## config.mk

```make
export PLATFORM = sky130hd
export DESIGN_NAME = uart_frame_tx
export DESIGN_NICKNAME = d
export VERILOG_FILES = /design/src/rtl/uart_frame_tx.sv
export SDC_FILE = /design/constraint.sdc
export NUM_CORES = 1
export LEC_CHECK = 0
export CAP_MARGIN = 20
export CORE_ASPECT_RATIO = 0.5
export CORE_MARGIN = 3
export CORE_UTILIZATION = 49
export CTS_BUF_LIST = sky130_fd_sc_hd__clkbuf_4 sky130_fd_sc_hd__clkbuf_8 sky130_fd_sc_hd__clkbuf_16
export DETAILED_ROUTE_END_ITERATION = 16
export GPL_TIMING_DRIVEN = 0
export PLACE_DENSITY = 0.77
export SYNTH_ARGS = -nofsm -noshare
export SYNTH_HDL_FRONTEND = slang
export SYNTH_SLANG_ARGS = --single-unit
```

## constraint.sdc

```tcl
create_clock -name clk -period 2.6 [get_ports clk]
set_clock_uncertainty 0.05 [all_clocks]
set_input_delay 0.65 -clock clk [delete_from_list [all_inputs] [get_ports clk]]
set_output_delay 0.65 -clock clk [all_outputs]
set_load 0.01 [all_outputs]
```

## src/rtl/uart_frame_tx.sv

```systemverilog
// uart_frame_tx: frames an NBYTES-wide word as optional header, payload
// (least significant byte first) and optional additive checksum. Each byte
// is handed to the byte-level UART transmitter with a request/done handshake.
//
//   state | meaning
//   IDLE  | waiting for send; outputs quiet, sta = 0
//   REQ   | uart_send high, send_data = byte[idx], waiting for uart_send_done
//   GAP   | one-cycle low gap between requests; decides next byte or DONE
//   DONE  | send_done pulse, returning to IDLE
module uart_frame_tx #(
    parameter int          NBYTES  = 40,
    parameter int          HDR_EN  = 0,
    parameter logic [7:0]  HEADER  = 8'hAA,
    parameter int          CSUM_EN = 0
) (
    input  logic                  clk,
    input  logic                  rst,
    input  logic                  send,
    input  logic                  abort,
    input  logic [8*NBYTES-1:0]   data,
    output logic                  busy,
    output logic                  send_done,
    output logic                  uart_send,
    output logic [7:0]            send_data,
    input  logic                  uart_send_done,
    output logic [7:0]            sta
);

    localparam int         FRAME_LEN = HDR_EN + NBYTES + CSUM_EN;
    localparam logic [7:0] LAST_IDX  = 8'(FRAME_LEN);
    localparam logic [7:0] NB8       = 8'(NBYTES);
    localparam logic [7:0] HDR8      = 8'(HDR_EN);

    typedef enum logic [1:0] {IDLE, REQ, GAP, DONE} state_t;

    state_t              state;
    logic [8*NBYTES-1:0] shadow;
    logic [7:0]          idx;
    logic [7:0]          sum;

    logic [7:0]          pay_idx;
    logic                is_hdr;
    logic                is_payload;
    logic [7:0]          next_byte;
    logic [7:0]          first_byte;

    // Decode what frame position idx refers to and the byte it carries.
    always_comb begin
        pay_idx    = idx - HDR8;
        is_hdr     = (HDR_EN != 0) && (idx == 8'd0);
        is_payload = !is_hdr && (pay_idx < NB8);
        next_byte  = 8'h00;
        if (is_hdr) begin
            next_byte = HEADER;
        end else if (is_payload) begin
            next_byte = shadow[int'(pay_idx)*8 +: 8];
        end else begin
            next_byte = sum;
        end
        // Shadow is not loaded yet on the start edge, so byte 0 comes from data.
        first_byte = (HDR_EN != 0) ? HEADER : data[7:0];
    end

    // Frame sequencer with registered handshake and status outputs.
    always_ff @(posedge clk or negedge rst) begin
        if (!rst) begin
            state     <= IDLE;
            shadow    <= '0;
            idx       <= 8'd0;
            sum       <= 8'd0;
            busy      <= 1'b0;
            send_done <= 1'b0;
            uart_send <= 1'b0;
            send_data <= 8'h00;
            sta       <= 8'd0;
        end else begin
            send_done <= 1'b0;
            case (state)
                IDLE: begin
                    if (send) begin
                        shadow    <= data;
                        idx       <= 8'd0;
                        sum       <= 8'd0;
                        busy      <= 1'b1;
                        uart_send <= 1'b1;
                        send_data <= first_byte;
                        sta       <= 8'd0;
                        state     <= REQ;
                    end
                end
                REQ: begin
                    if (abort) begin
                        state     <= IDLE;
                        busy      <= 1'b0;
                        uart_send <= 1'b0;
                        sta       <= 8'd0;
                    end else if (uart_send_done) begin
                        // send_data still holds byte[idx], so it feeds the sum.
                        if (is_payload) begin
                            sum <= sum + send_data;
                        end
                        idx       <= idx + 8'd1;
                        uart_send <= 1'b0;
                        state     <= GAP;
                    end
                end
                GAP: begin
                    if (abort) begin
                        state <= IDLE;
                        busy  <= 1'b0;
                        sta   <= 8'd0;
                    end else if (idx == LAST_IDX) begin
                        send_done <= 1'b1;
                        state     <= DONE;
                    end else begin
                        uart_send <= 1'b1;
                        send_data <= next_byte;
                        sta       <= idx;
                        state     <= REQ;
                    end
                end
                DONE: begin
                    state <= IDLE;
                    busy  <= 1'b0;
                    sta   <= 8'd0;
                end
                default: begin
                    state     <= IDLE;
                    busy      <= 1'b0;
                    uart_send <= 1'b0;
                    sta       <= 8'd0;
                end
            endcase
        end
    end

endmodule

```

==> metrics.txt, run 1 <==
status=complete, no violations; fin util=68.4%; post-route ant nets=0; # placed instances=1944; yosys warns=0; hold slack=0.430 ns; WL final=50600 µm; root buffer selected by CTS=clkbuf_16; fill cell count=2237; share of cells above drive strength 1=32.9%; P&R area growth vs syn=33.7%; RD Place Congestion=0.896; cells along the critical path=buf_2, buf_4, buf_2, mux2i_1, nor2_1, nor3_1, o32ai_1; Syn Inst Count=1166; Total GRT Usage=27.7%; Design Area, Final=0.0222 mm²; antenna violations before repair=11; synth top area cells=dfrtp_1, mux2_2, mux4_2, mux2i_1, mux4_1; DR iter-0 viols=911; endpoints failing hold=0; Clock transition at path regs=0.07 ns; Synth async-reset ratio=100%; Cell Area, Synth=0.0166 mm²; Vert. Die Dim=136 µm; worst path arrival time=2.91 ns; Avg Inst Size Synth=14.3 µm²; Final Max Slew Viols=0; post-synthesis sequential area ratio=53.7%; DIE AREA=0.0363 mm²; fmax=390 MHz; Overflow after GRT=0; CP max-delay cell=mux2i_1; fin crit period=2.56 ns; die width=267 µm; drt wl/cell=24.9 µm; vias in the first global route=12700; via count=11700; later-pin clock latency in the skew report=0.53 ns; CP Launch Type=flop; max cap viols=0; H-tree depth=2; largest net degree at the start of global routing=117; Critical Path RT=2.95 ns; DP Area=0.0207 mm²; count leader, synth=dfrtp_1; site row count=46; post-DR vias/cell=5.77; ports placed on the boundary=344; final std cells w/o fill=2029; total power=0.0267 W; syn nets=1505; core area=0.0325 mm²; Initial Util=51.1%; Pleak=9.10 nW; Netlist cell types=54; dpl hpwl=38000 µm; final period utilization=98.6%; CTS tree=built; Port Buffers=343; VDD IR max=0.569 mV; Crit. End Element=flop; top cells by count, synth=dfrtp_1, mux2_2, mux2i_1; P per Cell Area=1200 mW/mm²; post-synth top area share=53.7%; crit path kind=flop to flop; final net count=1902; Synth Flop Type=dfrtp_1; Post-synth EDFFs=0; Slew HR=39.8%; CTS Buffer Depth=3; drt first pass iters=5; area leader, netlist=dfrtp_1; most frequent cell on the critical path=buf_2; Residual DRC=0; CP max stage delay=0.53 ns; Slew @ Worst Pin=0.900 ns; Sink Count=357; Yosys reg bits=357; Num CTS Buffers=34; first-pass GRT wire length=75300 µm; CP max FO=10; worst hold path type=flop to flop; endpoints failing setup=0
## cells in the final DEF (no fill, tap or decap), drive strengths merged, types with 2 or more instances in the layout
cell	synthesis	final
a21oi	15	15
a221oi	8	8
a22o	22	22
a22oi	14	14
and2	4	4
and3	3	3
buf	43	60
bufinv	0	4
clkbuf	35	82
clkdlybuf4s50	0	342
clkinv	0	6
clkinvlp	0	4
dfrtp	357	357
diode	0	11
ha	13	13
inv	17	16
mux2	312	312
mux2i	82	82
mux4	50	50
nand2	47	47
nand2b	4	4
nand3	4	4
nand4	4	4
nor2	34	34
nor2b	5	5
nor3	14	14
o211ai	2	2
o21a	2	2
o21ai	24	24
o221ai	8	8
o22ai	8	8
o31ai	2	2
o32ai	8	8
xnor2	5	5
xor2	6	6
## final cells by class
class                      count  area (µm²)  area share, %
tap                          432         541           2.43
inverter                      17        70.1          0.315
antenna                       11        27.5          0.124
sequential                   357        8930           40.2
clock buffer                  46        1040           4.69
multi-input combinational    714        7330           33.0
buffer                        78         478           2.15
clock inverter                13         176          0.793
timing repair buffer         361        3640           16.4
## metal layers
metal	routed length, µm	up-vias	global-route usage [%]
met5	0	-	0
met4	1660	0	10.6
met3	3440	104	5.93
met2	25200	447	46.5
met1	20300	6025	35.8
li1	-	5129	-
## worst paths after layout
path / start / to / slack [ns] / depth (start not counted)
worst max-delay path: idx[2]$_DFFE_PN0P_ / send_data[2]$_DFFE_PN0P_ / 0.04 / 7
worst min-delay path: sta[2]$_DFFE_PN0P_ / sta[2]$_DFFE_PN0P_ / 0.43 / 2
worst max register to register: idx[2]$_DFFE_PN0P_ / send_data[2]$_DFFE_PN0P_ / 0.04 / 7
worst min register to register: sta[2]$_DFFE_PN0P_ / sta[2]$_DFFE_PN0P_ / 0.43 / 2
max in group asynchronous: rst / shadow[180]$_DFFE_PN0P_ / 1.05 / 3
min in group asynchronous: rst / shadow[255]$_DFFE_PN0P_ / 0.54 / 2
## through the flow
step	setup slack [ns]	setup TNS (ns)
2_1_floorplan	0.229	0
3_3_place_gp	-13.98	-5087.13
5_1_grt	-0.0112	-0.0197
6_report	0.0356	0
4_1_cts	0.000682	0
3_5_place_dp	-0.656	-118.85
## flip-flops by register name, summed over array words and instances, names as in the netlist
name / cells
sta: 8
busy: 1
send_done: 1
send_data: 8
sum: 8
idx: 8
uart_send: 1
shadow: 320
state: 2
## timing repair
| action | 4_1_cts | 5_1_grt |
|---|---|---|
| pin swaps | 4 | 4 |
| endpoints found under the hold margin | 30 | 0 |
| setup buffers | 4 | 10 |
| hold buffers | 1 | 0 |
| endpoints found under the setup margin | 224 | 139 |
| gates resized for setup | 25 | 45 |
## critical path: cells and delay by family, from the launching register on
kind | cells | cell delay [ns]
compound gates | 1 | 0.12
mux | 1 | 0.53
flops | 1 | 0.36
simple gates | 2 | 0.34
buf+inv | 3 | 1.03
## power by group
group	leakage (nW)	switching (W)	total (W)	internal (W)
sequential	4.24	0.00154	0.00984	0.00830
combinational	4.26	0.00533	0.0115	0.00613
clock	0.599	0.00221	0.00543	0.00322
total	9.10	0.00908	0.0267	0.0177
## cells by family (layout without fill, tap and decap cells)
| kind of cell | after synthesis | in the layout | synth area share [%] |
|---|---|---|---|
| other | 0 | 11 | 0 |
| XOR/XNOR | 11 | 11 | 0.579 |
| adder cells (fa/ha/maj) | 14 | 14 | 1.10 |
| buffers and inverters | 95 | 515 | 2.96 |
| multiplexers | 444 | 444 | 33.0 |
| AND/OR/NAND/NOR | 122 | 122 | 3.31 |
| AO/OA/AOI/OAI | 123 | 123 | 5.32 |
| flip-flops | 357 | 357 | 53.7 |
(Power assumes the default switching activity.)
==> run 2: changes to the inputs <==
--- a/config.mk
+++ b/config.mk
@@ -16,3 +16,4 @@
 export SYNTH_ARGS = -nofsm -noshare
 export SYNTH_HDL_FRONTEND = slang
 export SYNTH_SLANG_ARGS = --single-unit
+export TNS_END_PERCENT = 20
==> run 2 against run 1 <==
The run now ends with setup timing left; cell count unchanged; via count up 0.21%; fmax down 3.0%; global-route usage is the same; die area unchanged; clock power about the same; setup slack lost 0.078 ns; critical endpoint is now shadow[56]$_DFFE_PN0P_.
==> metrics.txt, run 2 (same netlist as run 1, synthesis figures left out) <==
status=finished, violations left; failing checks=setup timing; Port Buffers=343 (unchanged); fmax=378 MHz (-3.0%); VDD IR max=0.567 mV (-0.42%); commonest non-fill, non-tap cell in the layout=dfrtp_1; cell family with most CP delay=buffers and inverters; WHS Path Cells=2 (unchanged); DR iter-0 viols=885 (-2.9%); pre-CTS WS=-0.656 ns (unchanged); CP max stage delay=0.55 ns (+0.02 ns); total power=0.0267 W (about the same); Overflow after GRT=0 (unchanged); share of cells above drive strength 1=32.4% (-0.50 points); largest net degree at the start of global routing=117 (unchanged); worst path arrival time=3.00 ns (+0.09 ns); later-pin clock latency in the skew report=0.53 ns (about the same); die width=267 µm (unchanged); R2R setup slack=-0.04 ns (-0.08 ns); site row count=46 (unchanged); Vert. Die Dim=136 µm (unchanged); Total GRT Usage=27.7% (unchanged); Initial Util=51.1% (unchanged); Num CTS Buffers=34 (unchanged); Critical Path RT=2.96 ns (about the same); ports placed on the boundary=344 (unchanged); crit path kind=flop to flop; vias in the first global route=12700 (unchanged); final std cells w/o fill=2029 (unchanged); endpoints failing setup=16 (+16); hold slack=0.430 ns (+0.000251 ns); dpl hpwl=38000 µm (unchanged); Final Max Slew Viols=0 (unchanged); RSZ-0062 raised after global routing=true; worst reg2reg path depth=7 (unchanged); Residual DRC=0 (unchanged); post-route ant nets=0 (unchanged); CP max FO=10 (unchanged); FF-to-FF Start=state[0]$_DFFE_PN0P_; drt wl/cell=25.0 µm (+0.25%); worst r2r dst=shadow[56]$_DFFE_PN0P_; CP max-delay cell=clkbuf_1; first-pass GRT wire length=75300 µm (unchanged); CTS tree=built; Crit. End Element=flop; antenna violations before repair=11 (unchanged); Slew HR=39.6% (-0.11 points); drt first pass iters=5 (unchanged); # placed instances=1944 (unchanged); Design Area, Final=0.0222 mm² (about the same); CP Launch Type=flop; fin crit period=2.64 ns (+0.0780 ns); worst setup margin=-0.0424 ns (-0.0780 ns); root buffer selected by CTS=clkbuf_16; Sink Count=357 (unchanged); CTS Buffer Depth=3 (unchanged); endpoints failing hold=0 (unchanged); DIE AREA=0.0363 mm² (unchanged); fill cell count=2241 (+0.18%); WL final=50700 µm (+0.25%); max cap viols=0 (unchanged); post-DR vias/cell=5.78 (+0.21%); Pleak=9.08 nW (-0.21%); P per Cell Area=1200 mW/mm² (about the same); via count=11700 (+0.21%); Slew @ Worst Pin=0.902 ns (+0.00161 ns); Worst Hold End=sta[2]$_DFFE_PN0P_; P&R area growth vs syn=33.6% (about the same); worst hold path type=flop to flop; final net count=1902 (unchanged); final period utilization=102% (+3.0 points); H-tree depth=2 (unchanged); most frequent cell on the critical path=clkbuf_1; origin of the worst min-delay path=sta[2]$_DFFE_PN0P_; Clock transition at path regs=0.07 ns (about the same); core area=0.0325 mm² (unchanged); DP Area=0.0207 mm² (unchanged); WP buf/inv=4 (+1); cells along the critical path=inv_1, ha_1, clkbuf_1, nand2_1, clkbuf_2, clkbuf_1, mux2_2; Largest Register=shadow; leading cell types in the layout, fill and taps excluded=dfrtp_1, clkdlybuf4s50_1, mux2_2; max FFs per register=320 (unchanged); RD Place Congestion=0.896 (unchanged)
## run 2: worst max-delay path by stage
stage / startpoint / endpoint / depth (start not counted)
after floorplan: idx[0]$_DFFE_PN0P_ / sta[1]$_DFFE_PN0P_ / 11
after global placement: rst / shadow[165]$_DFFE_PN0P_ / 1
after detailed placement: send / shadow[113]$_DFFE_PN0P_ / 5
after CTS: state[0]$_DFFE_PN0P_ / shadow[56]$_DFFE_PN0P_ / 7
after global routing: state[0]$_DFFE_PN0P_ / shadow[59]$_DFFE_PN0P_ / 7
final: state[0]$_DFFE_PN0P_ / shadow[56]$_DFFE_PN0P_ / 7
## run 2: worst min-delay path: cells and delay by family, from the launching register on
kind / cells / cell delay [ns]
AO/OA/AOI/OAI: 1 / 0.06
flip-flops: 1 / 0.34
AND/OR/NAND/NOR: 1 / 0.05
## run 2: timing repair
| action | in CTS | in global routing |
|---|---|---|
| setup buffers | 4 | 10 |
| hold endpoints to repair | 30 | 0 |
| hold buffers | 1 | 0 |
| pin swaps | 4 | 4 |
| endpoints found under the setup margin | 224 | 139 |
| gates resized for setup | 25 | 30 |
## run 2: area by class of cell
cell class                      instances  area, µm²  share of cell area (%)
Sequential cell                       357       8930                    40.2
Multi-Input combinational cell        714       7320                    33.0
Timing Repair Buffer                  361       3640                    16.4
Clock buffer                           46       1040                    4.70
Tap cell                              432        541                    2.43
Buffer                                 78        469                    2.11
Clock inverter                         13        176                   0.794
Inverter                               17       70.1                   0.315
Antenna cell                           11       27.5                   0.124
## run 2: layer usage
layer	GRT usage, %	part of all wire, %	wire [µm]
met5	0	0	0
met3	5.93	6.3	3210
met2	46.5	50	25300
met4	10.6	3.3	1650
met1	35.8	41	20600
## run 2: report_power, final
| part | total (W) | internal (W) | switching, W | leakage (nW) |
|---|---|---|---|---|
| Sequential | 0.00984 | 0.00830 | 0.00154 | 4.24 |
| Clock | 0.00543 | 0.00322 | 0.00221 | 0.599 |
| Combinational | 0.0114 | 0.00612 | 0.00533 | 4.24 |
## run 2: metrics by stage
| step | TNS [ns] | utilization [%] |
|---|---|---|
| floorplan | 0 | - |
| global placement | -5087.13 | 63.4 |
| detailed placement | -118.85 | 63.6 |
| CTS | 0 | 67.7 |
| global route | -6.70 | 68.3 |
| finish | -0.297 | 68.3 |
==> run 3: changes to the inputs <==
--- a/config.mk
+++ b/config.mk
@@ -6,13 +6,14 @@
 export NUM_CORES = 1
 export LEC_CHECK = 0
 export CAP_MARGIN = 20
+export CELL_PAD_IN_SITES_DETAIL_PLACEMENT = 2
+export CELL_PAD_IN_SITES_GLOBAL_PLACEMENT = 2
 export CORE_ASPECT_RATIO = 0.5
-export CORE_MARGIN = 3
-export CORE_UTILIZATION = 49
+export CORE_UTILIZATION = 35
 export CTS_BUF_LIST = sky130_fd_sc_hd__clkbuf_4 sky130_fd_sc_hd__clkbuf_8 sky130_fd_sc_hd__clkbuf_16
 export DETAILED_ROUTE_END_ITERATION = 16
 export GPL_TIMING_DRIVEN = 0
-export PLACE_DENSITY = 0.77
+export PLACE_DENSITY_LB_ADDON = 0.1
 export SYNTH_ARGS = -nofsm -noshare
 export SYNTH_HDL_FRONTEND = slang
 export SYNTH_SLANG_ARGS = --single-unit
==> run 3 against run 2 <==
The flow finishes with violations (hold timing); fmax is 4.3% higher; final area is 1.2% higher; utilization is 20 points lower; setup slack better by 0.11 ns; register-to-register slack better by 0.11 ns; total power is 1.5% higher; die area is 33% higher; cell count is 10% higher; first-iteration DRC count is 52% lower; highest routed layer is now met5.
==> metrics.txt, run 3 (same netlist as run 1, synthesis figures left out) <==
status=finished, violations left; failing checks=hold timing; worst path arrival time=2.92 ns (-0.08 ns); Pleak=9.11 nW (+0.32%); hold slack=-0.00267 ns (-0.433 ns); commonest non-fill, non-tap cell in the layout=dfrtp_1; Clock transition at path regs=0.06 ns (about the same); Sink Count=357 (unchanged); DIE AREA=0.0484 mm² (+33%); VDD IR max=0.515 mV (-9.2%); switching share of power=34.8% (+0.78 points); leading cell types in the layout, fill and taps excluded=dfrtp_1, clkdlybuf4s50_1, mux2_2; CP max FO=10 (unchanged); fmax=395 MHz (+4.3%); Largest Register=shadow; final net count=1906 (+0.21%); post-route ant nets=0 (unchanged); RD Place Congestion=0.805 (-10%); ports placed on the boundary=344 (unchanged); largest net degree at the start of global routing=114 (-2.6%); Overflow after GRT=0 (unchanged); endpoints failing hold=1 (+1); WL final=56100 µm (+11%); P per Cell Area=1210 mW/mm² (+0.22%); pre-CTS WS=-0.832 ns (-0.176 ns); final period utilization=97.4% (-4.2 points); Critical Path RT=2.98 ns (+0.02 ns); worst setup margin=0.0671 ns (+0.109 ns); core area=0.0469 mm² (+44%); max FFs per register=320 (unchanged); CP Launch Type=flop; vias in the first global route=13500 (+6.3%); Final Max Slew Viols=0 (unchanged); endpoints failing setup=0 (-16); crit path kind=flop to flop; fin util=48.0% (-20 points); Initial Util=35.5% (-16 points); later-pin clock latency in the skew report=0.54 ns (about the same); max cap viols=0 (unchanged); Total GRT Usage=23.5% (-4.3 points); Slew HR=36.8% (-2.8 points); first-pass GRT wire length=83700 µm (+11%); H-tree depth=2 (unchanged); sequential share of power=36.3% (-0.5 points); CTS Buffer Depth=3 (unchanged); Residual DRC=0 (unchanged); dpl hpwl=42400 µm (+12%); fill cell count=4434 (+98%); P_sw=0.00942 W (+3.8%); Num CTS Buffers=37 (+8.8%); die width=310 µm (+16%); CTS tree=built; clock share of power=20.3% (about the same); Port Buffers=343 (unchanged); drt wl/cell=25.1 µm (+0.52%); P&R area growth vs syn=35.3%; Crit. End Element=flop; post-DR vias/cell=5.13 (-11%); Gate power share=43.4% (+0.6 points); DR iter-0 viols=425 (-52%); Slew @ Worst Pin=0.944 ns (+0.0422 ns); fin crit period=2.53 ns (-0.109 ns); RSZ-0062 raised after global routing=true; internal power=0.0177 W (+0.26%); drt first pass iters=4 (-1); worst hold path type=primary input to async pin; via count=11500 (-2.3%); share of cells above drive strength 1=32.9% (+0.46 points); site row count=56 (+22%); root buffer selected by CTS=clkbuf_16; Vert. Die Dim=156 µm (+15%); antenna violations before repair=8 (-3)
[run 3: path summary, 6_finish.rpt]
| kind | depth (start not counted) | start | end | slack (ns) |
|---|---|---|---|---|
| min | 1 | rst | shadow[90]$_DFFE_PN0P_ | -0.003 |
| max reg2reg | 9 | idx[0]$_DFFE_PN0P_ | send_data[6]$_DFFE_PN0P_ | 0.07 |
| max in group asynchronous | 4 | rst | shadow[319]$_DFFE_PN0P_ | 0.61 |
| min reg2reg | 2 | sta[1]$_DFFE_PN0P_ | sta[1]$_DFFE_PN0P_ | 0.43 |
| max | 9 | idx[0]$_DFFE_PN0P_ | send_data[6]$_DFFE_PN0P_ | 0.07 |
| min in group clk | 2 | sta[1]$_DFFE_PN0P_ | sta[1]$_DFFE_PN0P_ | 0.43 |
[run 3: what timing repair did]
item,in CTS,in global routing
hold buffers,0,0
gates resized for setup,43,24
setup endpoints to repair,294,174
cloned,0,1
pin swaps,4,4
setup buffers,3,12
[run 3: layer usage]
metal / share of wire [%] / track usage (%) / up-vias / wire length (µm)
met5: 0.021 / 0 / - / 12
met4: 1.6 / 5.23 / 2 / 908
met3: 5.1 / 4.24 / 62 / 2870
met2: 52 / 41.6 / 213 / 29000
met1: 42 / 29.8 / 6064 / 23300
li1: - / - / 5116 / -
[run 3: cell type report]
class	instances	area (µm²)	share of cell area, %
Sequential cell	357	8930	39.7
Timing Repair Buffer	362	3650	16.2
Inverter	17	67.6	0.300
Buffer	78	488	2.17
Clock buffer	54	1130	5.03
Multi-Input combinational cell	714	7320	32.5
Clock inverter	6	88.8	0.395
Tap cell	638	798	3.55
Antenna cell	6	15.0	0.0668
[run 3: through the flow]
stage | TNS, ns | cell area [µm²] | power, W | std cells
detailed placement | -164.08 | 20900 | 0.0213 | 2150
CTS | 0 | 22300 | 0.0272 | 2213
global placement | -5424.06 | 20900 | 0.0206 | 2147
global route | -0.0938 | 22500 | 0.0286 | 2228
floorplan | 0 | 16600 | 0.0170 | 1166
finish | 0 | 22500 | 0.0271 | 2232
[run 3: power by group through the flow]
stage                     clock [W]  sequential [W]  combinational, W
after floorplan                   0         0.00930           0.00770
after global placement            0         0.00970            0.0109
after detailed placement          0         0.00990            0.0114
after CTS                   0.00565         0.00984            0.0117
after global routing        0.00586          0.0102            0.0126
final                       0.00549         0.00985            0.0118
[run 3: critical path: stages, from the launching register on]
cell	delay [ns]
dfrtp_1	0.43
buf_6	0.16
buf_12	0.15
buf_12	0.16
buf_12	0.15
buf_4	0.14
mux2i_1	0.17
a221oi_2	0.51
o221ai_1	0.18
o32ai_1	0.30
